$ cat config.mk
export PLATFORM = sky130hd
export DESIGN_NAME = fwd_hazard_unit
export DESIGN_NICKNAME = d
export VERILOG_FILES = /design/src/rtl/fwd_hazard_unit.sv
export SDC_FILE = /design/constraint.sdc
export NUM_CORES = 1
export LEC_CHECK = 0
export ABC_AREA = 1
export CORE_UTILIZATION = 49
export DETAILED_ROUTE_END_ITERATION = 10
export PLACE_DENSITY = 0.81
export SYNTH_ARGS = -nofsm -noshare
export SYNTH_HDL_FRONTEND = slang
export SYNTH_SLANG_ARGS = --single-unit
$ cat constraint.sdc
create_clock -name clk -period 3.3 [get_ports clk]
set_input_delay 0.33 -clock clk [delete_from_list [all_inputs] [get_ports clk]]
set_output_delay 0.33 -clock clk [all_outputs]
set_load 0.01 [all_outputs]
$ cat src/rtl/fwd_hazard_unit.sv
// fwd_hazard_unit: operand forwarding select, load-use stall and redirect-flush
// sequencing for the pipelined TSC core, plus a saturating stall-cycle counter.
//
// Ports:
//   clk, reset                 core clock, synchronous active-high reset
//   id_valid, id_rs, id_rs_used  decode-stage instruction and its source regs
//   ex_rd, ex_reg_write, ex_mem_read   instruction currently in EX
//   exmem_rd, exmem_reg_write  instruction currently in EX/MEM
//   redirect                   taken branch/jump resolved this cycle
//   fwd_sel                    registered per-source select (0 RF, 1 MEM/WB, 2 EX/MEM)
//   stall_pc, stall_ifid       hold PC / IF/ID (combinational)
//   bubble_idex, flush_ifid    insert NOP into ID/EX / clear IF/ID (combinational)
//   stall_count                saturating count of cycles with stall_pc=1
module fwd_hazard_unit #(
  parameter int unsigned REG_AW            = 2,
  parameter int unsigned NUM_SRC           = 2,
  parameter int unsigned LOAD_STALL_CYCLES = 1,
  parameter int unsigned FLUSH_CYCLES      = 1,
  parameter int unsigned CNT_W             = 16
) (
  input  logic                      clk,
  input  logic                      reset,
  input  logic                      id_valid,
  input  logic [NUM_SRC*REG_AW-1:0] id_rs,
  input  logic [NUM_SRC-1:0]        id_rs_used,
  input  logic [REG_AW-1:0]         ex_rd,
  input  logic                      ex_reg_write,
  input  logic                      ex_mem_read,
  input  logic [REG_AW-1:0]         exmem_rd,
  input  logic                      exmem_reg_write,
  input  logic                      redirect,
  output logic [2*NUM_SRC-1:0]      fwd_sel,
  output logic                      stall_pc,
  output logic                      stall_ifid,
  output logic                      bubble_idex,
  output logic                      flush_ifid,
  output logic [CNT_W-1:0]          stall_count
);

  // Remaining-cycle counter only ever holds values up to max(LOAD, FLUSH) - 1.
  localparam int unsigned REM_MAX = (LOAD_STALL_CYCLES > FLUSH_CYCLES) ?
                                    LOAD_STALL_CYCLES : FLUSH_CYCLES;
  localparam int unsigned REM_W   = (REM_MAX > 1) ? $clog2(REM_MAX) : 1;

  typedef enum logic [1:0] {
    IDLE   = 2'd0,
    LSTALL = 2'd1,
    FLUSH  = 2'd2
  } state_t;

  state_t               state;
  state_t               state_nx;
  logic [REM_W-1:0]     rem;
  logic [REM_W-1:0]     rem_nx;
  logic [NUM_SRC-1:0]   live;
  logic [NUM_SRC-1:0]   haz_vec;
  logic                 haz;
  logic [REG_AW-1:0]    rs;
  logic [2*NUM_SRC-1:0] fwd_nx;

  // Per-source comparison: load-use detection and next forwarding select.
  always_comb begin
    live    = '0;
    haz_vec = '0;
    fwd_nx  = '0;
    rs      = '0;
    for (int i = 0; i < int'(NUM_SRC); i++) begin
      rs         = id_rs[i*REG_AW +: REG_AW];
      live[i]    = id_valid & id_rs_used[i];
      haz_vec[i] = live[i] & ex_reg_write & ex_mem_read & (ex_rd == rs);
      // EX result is newer than EX/MEM, so it wins when both match.
      if (live[i] && ex_reg_write && !ex_mem_read && (ex_rd == rs)) begin
        fwd_nx[2*i +: 2] = 2'd2;
      end else if (live[i] && exmem_reg_write && (exmem_rd == rs)) begin
        fwd_nx[2*i +: 2] = 2'd1;
      end
    end
    haz = |haz_vec;
  end

  // Next-state and control outputs; everything stays low while reset is high.
  always_comb begin
    state_nx    = state;
    rem_nx      = rem;
    stall_pc    = 1'b0;
    stall_ifid  = 1'b0;
    bubble_idex = 1'b0;
    flush_ifid  = 1'b0;
    if (!reset) begin
      if (redirect) begin
        // Redirect overrides any stall or flush in progress from every state.
        flush_ifid  = 1'b1;
        bubble_idex = 1'b1;
        if (FLUSH_CYCLES > 1) begin
          state_nx = FLUSH;
          rem_nx   = REM_W'(FLUSH_CYCLES - 1);
        end else begin
          state_nx = IDLE;
          rem_nx   = '0;
        end
      end else begin
        case (state)
          IDLE: begin
            if (haz) begin
              stall_pc    = 1'b1;
              stall_ifid  = 1'b1;
              bubble_idex = 1'b1;
              if (LOAD_STALL_CYCLES > 1) begin
                state_nx = LSTALL;
                rem_nx   = REM_W'(LOAD_STALL_CYCLES - 1);
              end
            end
          end
          LSTALL: begin
            stall_pc    = 1'b1;
            stall_ifid  = 1'b1;
            bubble_idex = 1'b1;
            if (rem == REM_W'(1)) begin
              state_nx = IDLE;
              rem_nx   = '0;
            end else begin
              rem_nx = rem - REM_W'(1);
            end
          end
          FLUSH: begin
            flush_ifid  = 1'b1;
            bubble_idex = 1'b1;
            if (rem == REM_W'(1)) begin
              state_nx = IDLE;
              rem_nx   = '0;
            end else begin
              rem_nx = rem - REM_W'(1);
            end
          end
          default: begin
            state_nx = IDLE;
            rem_nx   = '0;
          end
        endcase
      end
    end
  end

  // State, forwarding-select and performance-counter registers.
  always_ff @(posedge clk) begin
    if (reset) begin
      state       <= IDLE;
      rem         <= '0;
      fwd_sel     <= '0;
      stall_count <= '0;
    end else begin
      state   <= state_nx;
      rem     <= rem_nx;
      // A bubbled ID/EX slot carries no operands, so nothing is forwarded.
      fwd_sel <= bubble_idex ? '0 : fwd_nx;
      if (stall_pc && (stall_count != {CNT_W{1'b1}})) begin
        stall_count <= stall_count + CNT_W'(1);
      end
    end
  end

endmodule

After elaboration in Yosys (flattened, before gate mapping)
Index checks and enable logic that the tools add are counted.
{ "word_totals": {"reg_bits": 23, "latch_bits": 0, "ramBits": 0, "rom_bits": 0, "input_bits": 17, "output_inout_bits": 24, "word_cells": 63, "memories": 0} }
{ "op_classes": {"n_addsub": 2, "multipliers": 0, "div": 0, "magnitude_cmp": 0, "eq_ne": 8, "shift": 0, "n_mux": 18, "bitwise_logic": 9, "reduce_logical": 20} }
{ "ops": {"columns": ["operator", "n"], "rows": [
  ["16-bit by 1-bit adder with 16-bit output, second input constant", 1],
  ["16-bit inequality test, second input constant", 1],
  ["1-bit logical AND", 11],
  ["1-bit 2-to-1 mux", 11],
  ["1-bit bitwise AND", 8],
  ["2-bit equality test", 4],
  ["2-bit OR reduction", 4],
  ["2-bit 2-to-1 mux", 3],
  ["1-bit one-hot mux with 2 select lines", 3],
  ["3-bit OR reduction", 2],
  ["2-bit one-hot mux with 2 select lines", 1],
  ["2-bit by 1-bit equality test with 1-bit output, second input constant", 1],
  ["2-bit equality test, second input constant", 1],
  ["2-bit zero test", 1],
  ["2-bit by 1-bit inequality test with 1-bit output, second input constant", 1],
  ["2-bit AND reduction", 1],
  ["1-bit zero test", 1],
  ["1-bit NOT", 1],
  ["1-bit subtractor, second input constant", 1]
]} }

Logic depth before layout (Yosys ltp)
{ "logic_depth": {"ltp_word": 10, "mapped_depth": 10, "depth_no_buf": 9} }

Least setup slack after synthesis
Ideal clock, no wire load.
{ "synth_timing": {"path_type": "register -> register", "from": "reg stall_count[1]", "to": "reg stall_count[3]", "setup_ns": 0.115, "arrival_time_ns": 1.404, "required_time_ns": 3.185, "setup_slack_ns": 1.781, "path_stages_with_launch": 10, "n_path_buf": 1, "period_less_slack_ns": 1.519, "path_cell_list": "dfxtp_1 ha_1 nand2_1 nor2_4 nand3_1 nor2_2 buf_4 nor2_1 a21oi_1 nor2_1"} }
{ "synth_between": {"elab_chain_cells": 2, "elab_cells_between_ends": 3, "classes_between": "add/sub: 1; eq/ne: 1; reduce/logical: 1"} }
{ "synth_rtl": {"columns": ["element", "line_no", "rtl"], "rows": [
  ["start: declaration", "37", "output logic [CNT_W-1:0] stall_count"],
  ["start signal: assignment", "157", "stall_count <= stall_count + CNT_W'(1);"],
  ["branches (longest 2 deep; another with 16-bit by 1-bit adder with 16-bit output)", null, null]
]} }
Several ways; the timed one is not identified.
A chain may end at the register's enable or synchronous reset.

Worst setup path in the final report
{ "layout_timing": {"from": "in id_valid", "to": "out bubble_idex"} }
{ "layout_between": {"elab_chain_cells": 9, "elab_cells_between_ends": 13, "classes_between": "mux: 4; bitwise: 8; reduce/logical: 1"} }
{ "layout_rtl": {"columns": ["element", "line_no", "rtl"], "rows": [
  ["start: declaration", "23", "input logic id_valid,"],
  ["1-bit bitwise AND", "69", "live[i] = id_valid & id_rs_used[i];"],
  ["1-bit bitwise AND (3 in series)", "70", "haz_vec[i] = live[i] & ex_reg_write & ex_mem_read & (ex_rd == rs);"],
  ["2-bit OR reduction (*)", "78", "haz = |haz_vec;"],
  ["1-bit 2-to-1 mux (*)", "104", "if (haz) begin"],
  ["1-bit one-hot mux with 2 select lines (*)", "102", "case (state)"],
  ["1-bit 2-to-1 mux (*)", "90", "if (redirect) begin"],
  ["1-bit 2-to-1 mux (*)", "89", "if (!reset) begin"],
  ["end: declaration", "35", "output logic bubble_idex,"]
]} }
Mark *: on every way between the ends. The rest lies on a longest branch, timed or not.

==> results by group <==
Status
  – Run status: finished clean

Route
  – Antenna Nets Post-Route: 0
  – Initial DRT Pass Iterations: 4
  – DR DRC count: 0
  – WL final: 2750 um
  – DR vias: 1,362
  – Iteration-0 DRC Markers: 40
  – Vias per cell: 4.917
  – Wire per inst: 9.928 um

STA
  – Pins Over Slew Limit: 0
  – RSZ-0062 raised after global routing: false
  – Setup TNS: 0 ns
  – Crit share post-route: 72.83%
  – Final min period: between 2 and 2.5 ns
  – Worst-Margin Slew: 0.4308 ns
  – Peak Freq: 416.1 MHz
  – Clock Skew: 0.004688 ns
  – Final Hold Viols: 0
  – Final setup violation count: 0
  – Slew HR: just over 70%

Critical path
  – Crit Path Class: in2out
  – Worst Path Required: 2.97 ns
  – R2R Setup Slk: 1.45 ns
  – Worst path arrival time: 2.07 ns
  – Crit Reg-Reg Endpoint: stall_count[15]
  – Worst R2R Start: stall_count[1]
  – R2R cell count: 8
  – Setup crit end: bubble_idex
  – CP max FO: 4
  – Critical path origin: id_valid
  – Startpoint Class: input pin
  – Crit path capture type: output pin

Synth
  – Post-synth EDFFs: 0
  – Gate Count Post-Synth: about 210
  – Synth Register Bits: 20
  – Synth Flop Type: dfxtp_1
  – Netlist cell types: 20
  – Register area share after synthesis: 31.47%
  – Synthesized Nets: 224
  – Ys Warns: 0
  – Synth top area cells: dfxtp_1 31%, nand2_1 14%, nor2_1 13%
  – Leading area contributor after synthesis: dfxtp_1
  – Avg Synthesized Cell Area: 6.177 um^2
  – Async SR Flop Fraction: 0%
  – Yosys top cell area share: 31.47%
  – Synthesized area: 0.001272 mm^2

Global route
  – Overflow left after global routing: 0
  – Vias in the first global route: 1,088
  – Tot GR Track Use: between 20% and 30%
  – First-pass GRT wire length: ~4500 um
  – Largest net degree at the start of global routing: 23
  – Initial antenna violation count: 0

Floorplan
  – Die width: 52.96 um
  – Chip height: 52.96 um
  – Core ar.: approximately 0.0025 mm^2
  – Die ar.: 0.002805 mm^2
  – Initial Utilization: 51.83%
  – FP Rows: 18
  – Top-Level Pins: 41

Finish
  – N_diodes: 0
  – Leading cell type in the layout, fill and taps excluded: nand2_1
  – Total area of sequential cells: around 400 um^2
  – Post-route cell area: around 0.0017 mm^2
  – Area occupied by multi-input gates: 729.5 um^2
  – NumNets Final: approximately 270
  – Fillers: 222
  – Layout Area Growth over Synthesis: 35.20%
  – Most frequent cells in the layout: 47 x nand2_1, 45 x nor2_1, 40 x clkdlybuf4s50_1
  – Non-filler cells, final: 277
  – Share of cells above drive strength 1: just over 6%

Power
  – Comb pwr share: 13.3%
  – Proportion of power drawn by the clock network: 32.5%
  – Power Density: 259.6 mW/mm^2
  – Sw frac: 23.60%
  – Cell-internal power: 0.3412 mW
  – Seq pwr share: 54.2%
  – Switch Pwr: 0.1054 mW
  – Leakage power: 0.7060 nW
  – VDD IR max: 0.2551 mV

CTS
  – CTS tree: done
  – Clk sinks: 20
  – Setup Buffers After CTS: 0
  – Cts bufs inserted: 3
  – Clock Latency Late Sink: 0.31 ns
  – Resized Gates After CTS: 0
  – CTS Hold Bufs: 0
  – CTS Root Cell: clkbuf_4
  – H-Tree Depth: 1
  – Clk slew on worst S/H paths: 0.12 ns
  – Clk buf depth: 2

Worst hold path
  – Hold Path Class: reg2reg
  – HP Start: stall_count[5]

Flow run
  – Maxcap violations: 0

Place
  – Gp weighted congestion: 0.7981
  – Post-Place Cell Area: 0.001684 mm^2
  – DPL Wire Length: roughly 2100 um
  – Placed insts: about 270
  – IO Port Bufs: 40
-- critical path, stage by stage --
cell and delay (ns):
clkdlybuf4s50_1 0.53, nand3_2 0.11, nor2_1 0.09, nand3_1 0.16, nand2_1 0.19, o21ai_0 0.09, inv_1 0.06, clkdlybuf4s50_1 0.52
-- kinds of logic (layout without fill, tap and decap cells) --
family	after synthesis	in the layout	share of synthesized area, %
buffers and inverters	32	73	11.21
adders and majority gates	1	1	0.9831
xor gates and xnor gates	5	5	3.441
and+or+nand+nor	131	131	45.33
DFF	20	20	31.46
AOI/OAI and AO/OA	17	17	7.571
-- layout make-up --
type,count,share of cell area (%)
tap,30,2.182
inverter,27,5.891
sequential,20,23.27
multi-input combinational,154,42.40
clock buffer,4,2.109
timing repair buffer,42,24.15
-- registers in the layout, indices dropped and copies added (netlist names) --
name	count
fwd_sel	4
stall_count	16
-- cells in the mapped netlist (2+ instances only) --
library cell,n
a21oi_1,13
buf_4,2
buf_6,2
dfxtp_1,20
inv_1,27
nand2_1,47
nand3_1,25
nand3_2,3
nand4_1,3
nor2_1,45
nor2_2,2
nor2_4,2
nor3_1,2
o21ai_0,3
xnor2_1,5
-- power by group through the flow --
| stage | sequential, mW | clock (mW) | combinational [mW] |
|---|---|---|---|
| final | 0.242 | 0.145 | 0.0593 |
| after global routing | 0.242 | 0.159 | 0.0656 |
| after CTS | 0.242 | 0.151 | 0.0595 |
| after detailed placement | 0.248 | 0 | 0.0593 |
| after global placement | 0.248 | 0 | 0.0591 |
| after floorplan | 0.248 | 0 | 0.0268 |
-- layer usage --
metal / GRT usage, % / wire length [um] / up-vias
met5: 0 / 0 / -
met4: 9.211 / 51 / 0
met1: 27.93 / 1339 / 583
met2: 36.08 / 1242 / 39
met3: 3.448 / 116 / 5
li1: - / - / 735
-- worst min-delay path by stage --
stage	endpoint	slack [ns]	cells past startpoint
global route	stall_count[6]	0.57	2
global placement	stall_count[6]	0.53	2
finish	stall_count[5]	0.55	2
detailed placement	stall_count[5]	0.54	2
floorplan	fwd_sel[1]	0.41	1
CTS	stall_count[5]	0.56	2
-- through the flow --
stage	setup WS [ns]	util, %	hold WS, ns	total power [mW]
final	0.8966	70.08	0.5539	0.4466
after global routing	0.6914	70.08	0.5711	0.4667
after CTS	0.8929	70.08	0.5556	0.4531
after detailed placement	0.9045	68.60	0.5395	0.3071
after global placement	0.9131	68.60	0.5288	0.3068
after floorplan	1.781	-	0.4076	0.2747
(Power assumes the default switching activity.)
